[config.mk]
export PLATFORM = sky130hd
export DESIGN_NAME = uart0_rx_fifo
export DESIGN_NICKNAME = d
export VERILOG_FILES = /design/src/rtl/uart_pkg.sv /design/src/rtl/uart_rx_deser.sv /design/src/rtl/uart0_rx_fifo.sv
export SDC_FILE = /design/constraint.sdc
export NUM_CORES = 1
export LEC_CHECK = 0
export CAP_MARGIN = 20
export CORE_ASPECT_RATIO = 1.2
export CORE_MARGIN = 5
export CORE_UTILIZATION = 34
export CTS_BUF_LIST = sky130_fd_sc_hd__clkbuf_4
export CTS_CLUSTER_SIZE = 12
export DETAILED_ROUTE_END_ITERATION = 8
export PLACE_DENSITY_LB_ADDON = 0.12
export SETUP_SLACK_MARGIN = 0.02
export SLEW_MARGIN = 10
export SYNTH_ARGS = -nofsm -noshare
export SYNTH_HDL_FRONTEND = slang
export SYNTH_HIERARCHICAL = 1
export SYNTH_SLANG_ARGS = --single-unit
export TNS_END_PERCENT = 10
[constraint.sdc]
create_clock -name clk -period 3.2 [get_ports clk]
set_input_delay 0.48 -clock clk [delete_from_list [all_inputs] [get_ports clk]]
set_output_delay 0.48 -clock clk [all_outputs]
set_load 0.01 [all_outputs]
[src/rtl/uart_pkg.sv]
// rtl/uart_pkg.sv - shared state type and baud sizing helpers for the uart0 receive path
package uart_pkg;

  typedef enum logic [2:0] {
    IDLE   = 3'd0,
    START  = 3'd1,
    DATA   = 3'd2,
    PARITY = 3'd3,
    STOP   = 3'd4
  } rx_state_t;

  // Count loaded on the start edge so the first sample lands mid start bit.
  function automatic int half_bit_count(input int clks_per_bit);
    return clks_per_bit / 2 - 1;
  endfunction

  // Width of a counter that must hold values 0 .. clks_per_bit-1.
  function automatic int baud_cnt_width(input int clks_per_bit);
    return (clks_per_bit > 1) ? $clog2(clks_per_bit) : 1;
  endfunction

endpackage

[src/rtl/uart_rx_deser.sv]
// rtl/uart_rx_deser.sv - rx synchronizer and 8N1 deserializer FSM (8E1 with UART_RX_PARITY_EN)
module uart_rx_deser
  import uart_pkg::*;
#(
  parameter int CLKS_PER_BIT = 16
) (
  input  logic       clk,
  input  logic       resetq,
  input  logic       rx,
  output logic       byte_stb,
  output logic [7:0] rx_byte,
  output logic       frame_err
);

  localparam int            BW        = baud_cnt_width(CLKS_PER_BIT);
  localparam logic [BW-1:0] BAUD_HALF = BW'(half_bit_count(CLKS_PER_BIT));
  localparam logic [BW-1:0] BAUD_FULL = BW'(CLKS_PER_BIT - 1);

  rx_state_t     state_q, state_d;
  logic [BW-1:0] baud_q, baud_d;
  logic [2:0]    bit_q, bit_d;
  logic [7:0]    shift_q, shift_d;
  logic          brk_q, brk_d;
  logic          ferr_q, ferr_d;
  logic          rx_meta_q, rx_s_q;
  logic          stb;
  logic          sample;
`ifdef UART_RX_PARITY_EN
  logic          par_err_q, par_err_d;
`endif

  assign sample    = (baud_q == '0);
  assign byte_stb  = stb;
  assign rx_byte   = shift_q;
  assign frame_err = ferr_q;

  // Two-flop synchronizer; resets to the idle line level.
  always_ff @(posedge clk or negedge resetq) begin
    if (!resetq) begin
      rx_meta_q <= 1'b1;
      rx_s_q    <= 1'b1;
    end else begin
      rx_meta_q <= rx;
      rx_s_q    <= rx_meta_q;
    end
  end

  // Frame sequencing: mid-bit sampling, LSB-first shift, stop/break handling.
  always_comb begin
    state_d = state_q;
    baud_d  = baud_q;
    bit_d   = bit_q;
    shift_d = shift_q;
    brk_d   = brk_q;
    ferr_d  = 1'b0;
    stb     = 1'b0;
`ifdef UART_RX_PARITY_EN
    par_err_d = par_err_q;
`endif
    unique case (state_q)
      IDLE: begin
        if (!rx_s_q) begin
          state_d = START;
          baud_d  = BAUD_HALF;
        end
      end
      START: begin
        if (!sample) begin
          baud_d = baud_q - 1'b1;
        end else if (rx_s_q) begin
          state_d = IDLE;
        end else begin
          state_d = DATA;
          baud_d  = BAUD_FULL;
          bit_d   = '0;
        end
      end
      DATA: begin
        if (!sample) begin
          baud_d = baud_q - 1'b1;
        end else begin
          shift_d = {rx_s_q, shift_q[7:1]};
          baud_d  = BAUD_FULL;
          bit_d   = bit_q + 1'b1;
          if (bit_q == 3'd7) begin
`ifdef UART_RX_PARITY_EN
            state_d = PARITY;
`else
            state_d = STOP;
`endif
          end
        end
      end
`ifdef UART_RX_PARITY_EN
      PARITY: begin
        if (!sample) begin
          baud_d = baud_q - 1'b1;
        end else begin
          par_err_d = ^{shift_q, rx_s_q};
          baud_d    = BAUD_FULL;
          state_d   = STOP;
        end
      end
`endif
      STOP: begin
        if (brk_q) begin
          // Line held low after a bad stop bit: wait for idle before rearming.
          if (rx_s_q) begin
            brk_d   = 1'b0;
            state_d = IDLE;
          end
        end else if (!sample) begin
          baud_d = baud_q - 1'b1;
        end else if (!rx_s_q) begin
          ferr_d = 1'b1;
          brk_d  = 1'b1;
        end else begin
          state_d = IDLE;
`ifdef UART_RX_PARITY_EN
          if (par_err_q) ferr_d = 1'b1;
          else           stb    = 1'b1;
`else
          stb = 1'b1;
`endif
        end
      end
      default: state_d = IDLE;
    endcase
  end

  // FSM state and registered error pulse.
  always_ff @(posedge clk or negedge resetq) begin
    if (!resetq) begin
      state_q <= IDLE;
      baud_q  <= '0;
      bit_q   <= '0;
      shift_q <= '0;
      brk_q   <= 1'b0;
      ferr_q  <= 1'b0;
`ifdef UART_RX_PARITY_EN
      par_err_q <= 1'b0;
`endif
    end else begin
      state_q <= state_d;
      baud_q  <= baud_d;
      bit_q   <= bit_d;
      shift_q <= shift_d;
      brk_q   <= brk_d;
      ferr_q  <= ferr_d;
`ifdef UART_RX_PARITY_EN
      par_err_q <= par_err_d;
`endif
    end
  end

endmodule

[src/rtl/uart0_rx_fifo.sv]
// rtl/uart0_rx_fifo.sv - uart0 receive front end: deserializer, byte FIFO, overrun counter (option UART_RX_PARITY_EN)
module uart0_rx_fifo
  import uart_pkg::*;
#(
  parameter int CLKS_PER_BIT = 16,
  parameter int DEPTH_LOG2   = 4
) (
  input  logic       clk,
  input  logic       resetq,
  input  logic       rx,
  input  logic       uart0_rd,
  output logic       uart0_valid,
  output logic [7:0] uart0_data,
  output logic       frame_err,
  output logic [7:0] drop_count
);

  localparam int DEPTH = 1 << DEPTH_LOG2;

  logic                byte_stb;
  logic [7:0]          rx_byte;
  logic [7:0]          mem_q [DEPTH];
  logic [DEPTH_LOG2:0] wr_ptr_q, wr_ptr_d, rd_ptr_q, rd_ptr_d;
  logic [7:0]          drop_q, drop_d;
  logic                empty, full, do_pop, do_push;

  uart_rx_deser #(.CLKS_PER_BIT(CLKS_PER_BIT)) u_deser (
    .clk       (clk),
    .resetq    (resetq),
    .rx        (rx),
    .byte_stb  (byte_stb),
    .rx_byte   (rx_byte),
    .frame_err (frame_err)
  );

  // Occupancy decode, push/pop arbitration and saturating overrun count.
  always_comb begin
    empty    = (wr_ptr_q == rd_ptr_q);
    full     = ((wr_ptr_q - rd_ptr_q) == (DEPTH_LOG2 + 1)'(DEPTH));
    do_pop   = uart0_rd && !empty;
    // A pop on the same edge frees the slot, so a full FIFO still accepts.
    do_push  = byte_stb && (!full || do_pop);
    wr_ptr_d = do_push ? wr_ptr_q + 1'b1 : wr_ptr_q;
    rd_ptr_d = do_pop  ? rd_ptr_q + 1'b1 : rd_ptr_q;
    drop_d   = drop_q;
    if (byte_stb && !do_push && (drop_q != 8'hFF)) drop_d = drop_q + 1'b1;
  end

  // Byte storage; contents are don't-care until written.
  always_ff @(posedge clk) begin
    if (do_push) mem_q[wr_ptr_q[DEPTH_LOG2-1:0]] <= rx_byte;
  end

  // Pointers and drop counter.
  always_ff @(posedge clk or negedge resetq) begin
    if (!resetq) begin
      wr_ptr_q <= '0;
      rd_ptr_q <= '0;
      drop_q   <= '0;
    end else begin
      wr_ptr_q <= wr_ptr_d;
      rd_ptr_q <= rd_ptr_d;
      drop_q   <= drop_d;
    end
  end

  assign uart0_valid = !empty;
  assign uart0_data  = empty ? 8'h00 : mem_q[rd_ptr_q[DEPTH_LOG2-1:0]];
  assign drop_count  = drop_q;

endmodule

==> results.yml, run 1 <==
status:
  status: "finished clean"
logic_synthesis:
  synth_area_leaders: "edfxtp_1 52%, dfrtp_1 13%, mux4_2 9.8%, ha_1 2.2%, nand2_1 1.9%"
  ys_ff_latch: 168
  avgSynthCellArea_um2: 16.4
  yosysTopAreaCell: "edfxtp_1"
  synth_xor_area_share_pct: 1.67
  synth_top_area_share_pct: 52.4
  synth_top_family_by_area: "multiplexers"
  synthMuxAreaShare_pct: 13.5
  syn-num-nets: 464
  synth_cell_types: 71
  synth_fa_ha_area_share_pct: 2.22
  ys_seq_area_share_pct: 66.1
  ys_warn_count: 6
  ys.flop_type: "edfxtp_1"
  netlist_area_um2: 7340
  synth_edf_count: 128
  synth_compound_area_share_pct: 5.80
  ys_async_sr_fraction_pct: 23.8
  yosys.area_share.simple_pct: 8.84
  syn_inst: 447
cells_and_area:
  fin_area_um2: 8400
  layout-drive-gt1-share_pct: 27.2
  layout_common_cells: "128 x edfxtp_1, 38 x nand2_1, 37 x dfrtp_1, 32 x mux4_2, 24 x buf_4"
  final-seq-area_um2: 4850
  n_fill_cell: 1953
  stdcell_count: 783
  final_common_cell: "edfxtp_1"
  multi_input_area_um2: 2390
  area_growth_pct: 14.5
  num-nets-final: 515
clock_tree:
  htree_num_levels: 4
  numCtsBuffers: 17
  clk_pin_slew_ns: 0.14
  cts_max_path_buffers: 2
  root_buffer: "clkbuf_4"
  cts_tree: "done"
  cts_hold_buf: 0
  insertion_delay_ns: 0.55
  cts_sinks: 168
critical_path:
  r2r-end: "mem_q[5][0]"
  crit_start: "rd_ptr_q[1]"
  timing.rr.start: "rd_ptr_q[1]"
  worstRegToRegCells: 8
  r2r_slack_ns: 0.16
  crit_type: "reg2reg"
  crit_fanout: 10
  crit_required_ns: 3.36
  arrival_ns: 3.20
  startpoint_type: "register"
  endpoint_kind: "register"
floorplan:
  start_util_pct: 34.7
  dieArea_um2: 24600
  rows: 58
  io_pins: 22
  coreArea_um2: 21100
  die_y_um: 171
  die_w_um: 144
job:
  maxCapViolCount: 0
placement:
  dpl.cell_count: 745
  placed_cell_area_um2: 8020
  dpl.hpwl_mm: 10.4
  pre_cts_ws_ns: 0.122
  port_buffers: 21
  routabilityCongestion: 0.756
timing:
  fin_tns_setup_ns: 0
  min_period_ns: 3.04
  max_freq_mhz: 329
  hold_viol: 0
  rsz0062_at_grt: "yes"
  finalMaxSlewViolations: 0
  setup_slack_ns: 0.161
  holdWs_ns: 0.0570
  min_period_over_period_pct: 95.0
  relSlewSlack_pct: 24.4
  setup_viol: 0
  finClkSkew_ns: 0.0254
  worst_slew_pin_slew_ns: 1.13
global_route:
  grt_use_total_pct: 13.7
  grt_antenna_before_repair: 1
  grt_pass1_wl_mm: 24.9
  grt_pass1_vias: 4232
  grt_max_degree: 41
  gr-total-overflow: 0
detailed_routing:
  drc: 0
  ant_nets: 0
  first_pass_iters: 4
  viasPerCell: 5.10
  finalWirelength_mm: 15.8
  vias: 3990
  drt_iter0_markers: 209
  wl_per_cell_um: 20.2
power:
  power.density_nw_per_um2: 665
  power.leakage_nw: 3.00
  vdd_drop_max_mv: 0.368
worst_hold_path:
  hp-class: "in2async"
-- critical path, stage by stage, from the launching register on --
cell	delay, ns
dfrtp_1	0.38
clkinv_1	0.09
ha_1	0.31
nor2b_4	0.16
o31a_1	0.27
o21ai_2	0.15
a21oi_2	0.19
buf_4	0.20
nor3_1	0.90
-- Yosys cell counts, types with 4 or more instances --
cell type / count
nand4_1: 8
xnor2_1: 6
nor4b_1: 4
nor4_1: 4
nor2b_1: 4
inv_1: 10
edfxtp_1: 128
nor3_1: 15
xor2_1: 8
nand2_1: 38
mux2_2: 12
mux2i_1: 12
a31oi_1: 4
ha_1: 13
and3_1: 8
a21oi_1: 7
mux4_2: 32
dfrtp_1: 38
clkbuf_1: 8
o21ai_0: 6
nor2_1: 8
a211oi_1: 12
buf_2: 5
-- metal layers --
metal	vias up	global-route usage, %	wire length [um]
met5	-	0	0
met4	0	4.01	147
met3	6	3.13	605
met2	72	22.5	8080
met1	2038	18.3	6980
li1	1874	-	-
-- repair_timing --
action,CTS,global route
setup endpoints to repair,9,2
resized for setup,9,2
buffers inserted,0,2
gates cloned,1,0
hold endpoints to repair,0,0
pin swaps,0,0
-- kinds of logic after synthesis --
logic type      Yosys count
mux                      57
flops                   168
simple gates            112
compound gates           52
buf+inv                  31
xor+xnor                 14
fa+ha+maj                13
-- power breakdown --
group          internal (mW)  total [mW]  leakage [nW]  switching (mW)
Combinational          0.847        1.79          1.14           0.946
Sequential              2.40        2.48          1.70          0.0798
Clock                  0.568        1.32         0.157           0.752
Total                   3.81        5.59          3.00            1.78
-- flip-flops by register name, indices dropped and copies added, names as in the netlist --
name,cells
mem_q,128
drop_count,8
u_deser/rx_byte,8
rd_ptr_q,5
wr_ptr_q,5
u_deser/baud_q,4
u_deser/bit_q,3
u_deser/state_q,3
u_deser/brk_q,1
u_deser/frame_err,1
u_deser/rx_meta_q,1
u_deser/rx_s_q,1
-- per-stage QoR --
step | utilization, % | total power [mW]
6_report | 39.8 | 5.59
3_5_place_dp | 38.0 | 4.32
3_3_place_gp | 37.9 | 4.30
2_1_floorplan | - | 3.70
4_1_cts | 39.6 | 5.66
5_1_grt | 39.8 | 5.93
-- worst max path at each step --
stage | end | slack, ns | cells past startpoint
6_report | mem_q[5][0] | 0.16 | 8
3_5_place_dp | mem_q[5][1] | 0.12 | 7
3_3_place_gp | mem_q[13][5] | 0.12 | 6
4_1_cts | uart0_data[3] | -0.06 | 5
2_1_floorplan | mem_q[0][0] | -0.13 | 10
5_1_grt | uart0_valid | -0.002 | 6
-- cell type report --
| class | instances | share of cell area (%) |
|---|---|---|
| clock inverters | 13 | 1.98 |
| flip-flops and latches | 168 | 57.7 |
| clock buffers | 19 | 1.70 |
| diodes | 2 | 0.0596 |
| multi-input cells | 248 | 28.5 |
| well taps | 270 | 4.02 |
| repair buffers | 51 | 5.52 |
| inverters | 12 | 0.536 |
Note: power is estimated with default switching activity, not from simulation.
==> run 2: changes to the inputs <==
- SLEW_MARGIN: 10 -> not set
==> run 2 against run 1 <==
Net effect: die area unchanged; final cell count down 0.13%; clock skew down 0.0053 ns; power up 3.0%; wire length down 0.94%; first-iteration DRC count up 8.6%; clock-buffer cell count up 1; non-clock buffer count up 1; core utilization up 0.21 points; largest power group unchanged; highest routed layer unchanged.
==> results.yml, run 2 (synthesized netlist as in run 1, its figures left out) <==
cells_and_area:
  largest_reg_flops: 128
  layout_common_cells: "128 x edfxtp_1, 38 x nand2_1, 37 x dfrtp_1, 32 x mux4_2, 25 x buf_4"
  num-nets-final: 516
  final_common_cell: "edfxtp_1"
  layout-drive-gt1-share_pct: 26.8
  area_growth_pct: 15.1
  fin_util_pct: 40.0
  stdcell_count: 782
worst_hold_path:
  hp-class: "in2async"
clock_tree:
  cts_max_path_buffers: 2
  cts_tree: "done"
  htree_num_levels: 4
  numCtsBuffers: 17
  insertion_delay_ns: 0.54
  post_cts_buffers: 0
  root_buffer: "clkbuf_4"
  cts_sinks: 168
  clk_pin_slew_ns: 0.13
  cts_hold_buf: 0
detailed_routing:
  viasPerCell: 5.13
  drt_iter0_markers: 227
  ant_nets: 0
  drc: 0
  vias: 4008
  first_pass_iters: 4
  wl_per_cell_um: 20.0
  finalWirelength_mm: 15.7
placement:
  pre_cts_ws_ns: 0.158
  dpl.cell_count: 747
  port_buffers: 21
  dpl.hpwl_mm: 10.5
  routabilityCongestion: 0.756
global_route:
  grt_use_total_pct: 13.6
  grt_antenna_before_repair: 1
  gr-total-overflow: 0
  grt_max_degree: 41
  grt_pass1_vias: 4214
  grt_pass1_wl_mm: 25.0
timing:
  setup_viol: 0
  rsz0062_at_grt: "no"
  max_freq_mhz: 335
  worst_slew_pin_slew_ns: 1.08
  finalMaxSlewViolations: 0
  holdWs_ns: 0.0569
  min_period_ns: 2.98
  setup_slack_ns: 0.217
  min_period_over_period_pct: 93.2
  fin_tns_setup_ns: 0
  hold_viol: 0
  finClkSkew_ns: 0.0202
  relSlewSlack_pct: 28.0
critical_path:
  crit_fanout: 17
  crit_required_ns: 2.72
  crit_type: "reg2out"
  startpoint_type: "register"
  arrival_ns: 2.50
  endpoint_kind: "output pin"
floorplan:
  dieArea_um2: 24600
  die_w_um: 144
  start_util_pct: 34.7
  rows: 58
  coreArea_um2: 21100
  io_pins: 22
  die_y_um: 171
status:
  status: "finished clean"
job:
  maxCapViolCount: 0
power:
  power.leakage_nw: 3.04
  vdd_drop_max_mv: 0.301
  power.density_nw_per_um2: 682
[run 2: worst paths after layout]
check	to	startpoint	depth (start not counted)	slack, ns
worst min-delay path	u_deser/baud_q[0]	resetq	1	0.06
worst min register to register	u_deser/rx_s_q	u_deser/rx_meta_q	0	0.37
min in group clk	u_deser/rx_meta_q	rx	1	0.33
worst max-delay path	uart0_data[4]	rd_ptr_q[0]	6	0.22
worst max register to register	mem_q[4][0]	rd_ptr_q[1]	8	0.23
max in group asynchronous	rd_ptr_q[0]	resetq	1	2.50
[run 2: timing repair]
| item | in CTS | in global routing |
|---|---|---|
| gates resized for setup | 8 | 2 |
| endpoints found under the setup margin | 9 | 2 |
| gates cloned | 1 | 0 |
[run 2: area by class of cell]
type                    count  area, um^2
diodes                      1        2.50
clock buffers              20         150
clock inverters            11         220
fillers                  1968       12700
inverters                  12        45.0
multi-input cells         248        2380
flip-flops and latches    168        4850
well taps                 270         338
repair buffers             52         459
[run 2: where the power goes]
| part | leakage, nW | switching, mW | internal (mW) |
|---|---|---|---|
| clock network | 0.194 | 0.719 | 0.804 |
| registers | 1.70 | 0.0815 | 2.40 |
| logic | 1.15 | 0.928 | 0.830 |
[run 2: through the flow]
step	instance area, um^2	power, mW
2_1_floorplan	7340	3.70
3_3_place_gp	8000	4.30
3_5_place_dp	8030	4.32
4_1_cts	8420	5.86
5_1_grt	8450	6.09
6_report	8450	5.76
[run 2: critical path, stage by stage (launching register included)]
cell and delay [ns]:
dfrtp_2 0.48, bufbuf_16 0.33, mux4_2 0.34, nand2_1 0.05, and3_1 0.20, a211oi_1 0.26
dlygate4sd2_1 0.31
[run 2: routing by layer]
| layer | track usage, % | routed length [um] | vias up |
|---|---|---|---|
| li1 | - | - | 1877 |
| met1 | 18.5 | 7020 | 2042 |
| met2 | 22.1 | 7780 | 77 |
| met3 | 2.99 | 651 | 12 |
| met4 | 3.97 | 203 | 0 |
| met5 | 0 | 0 | - |
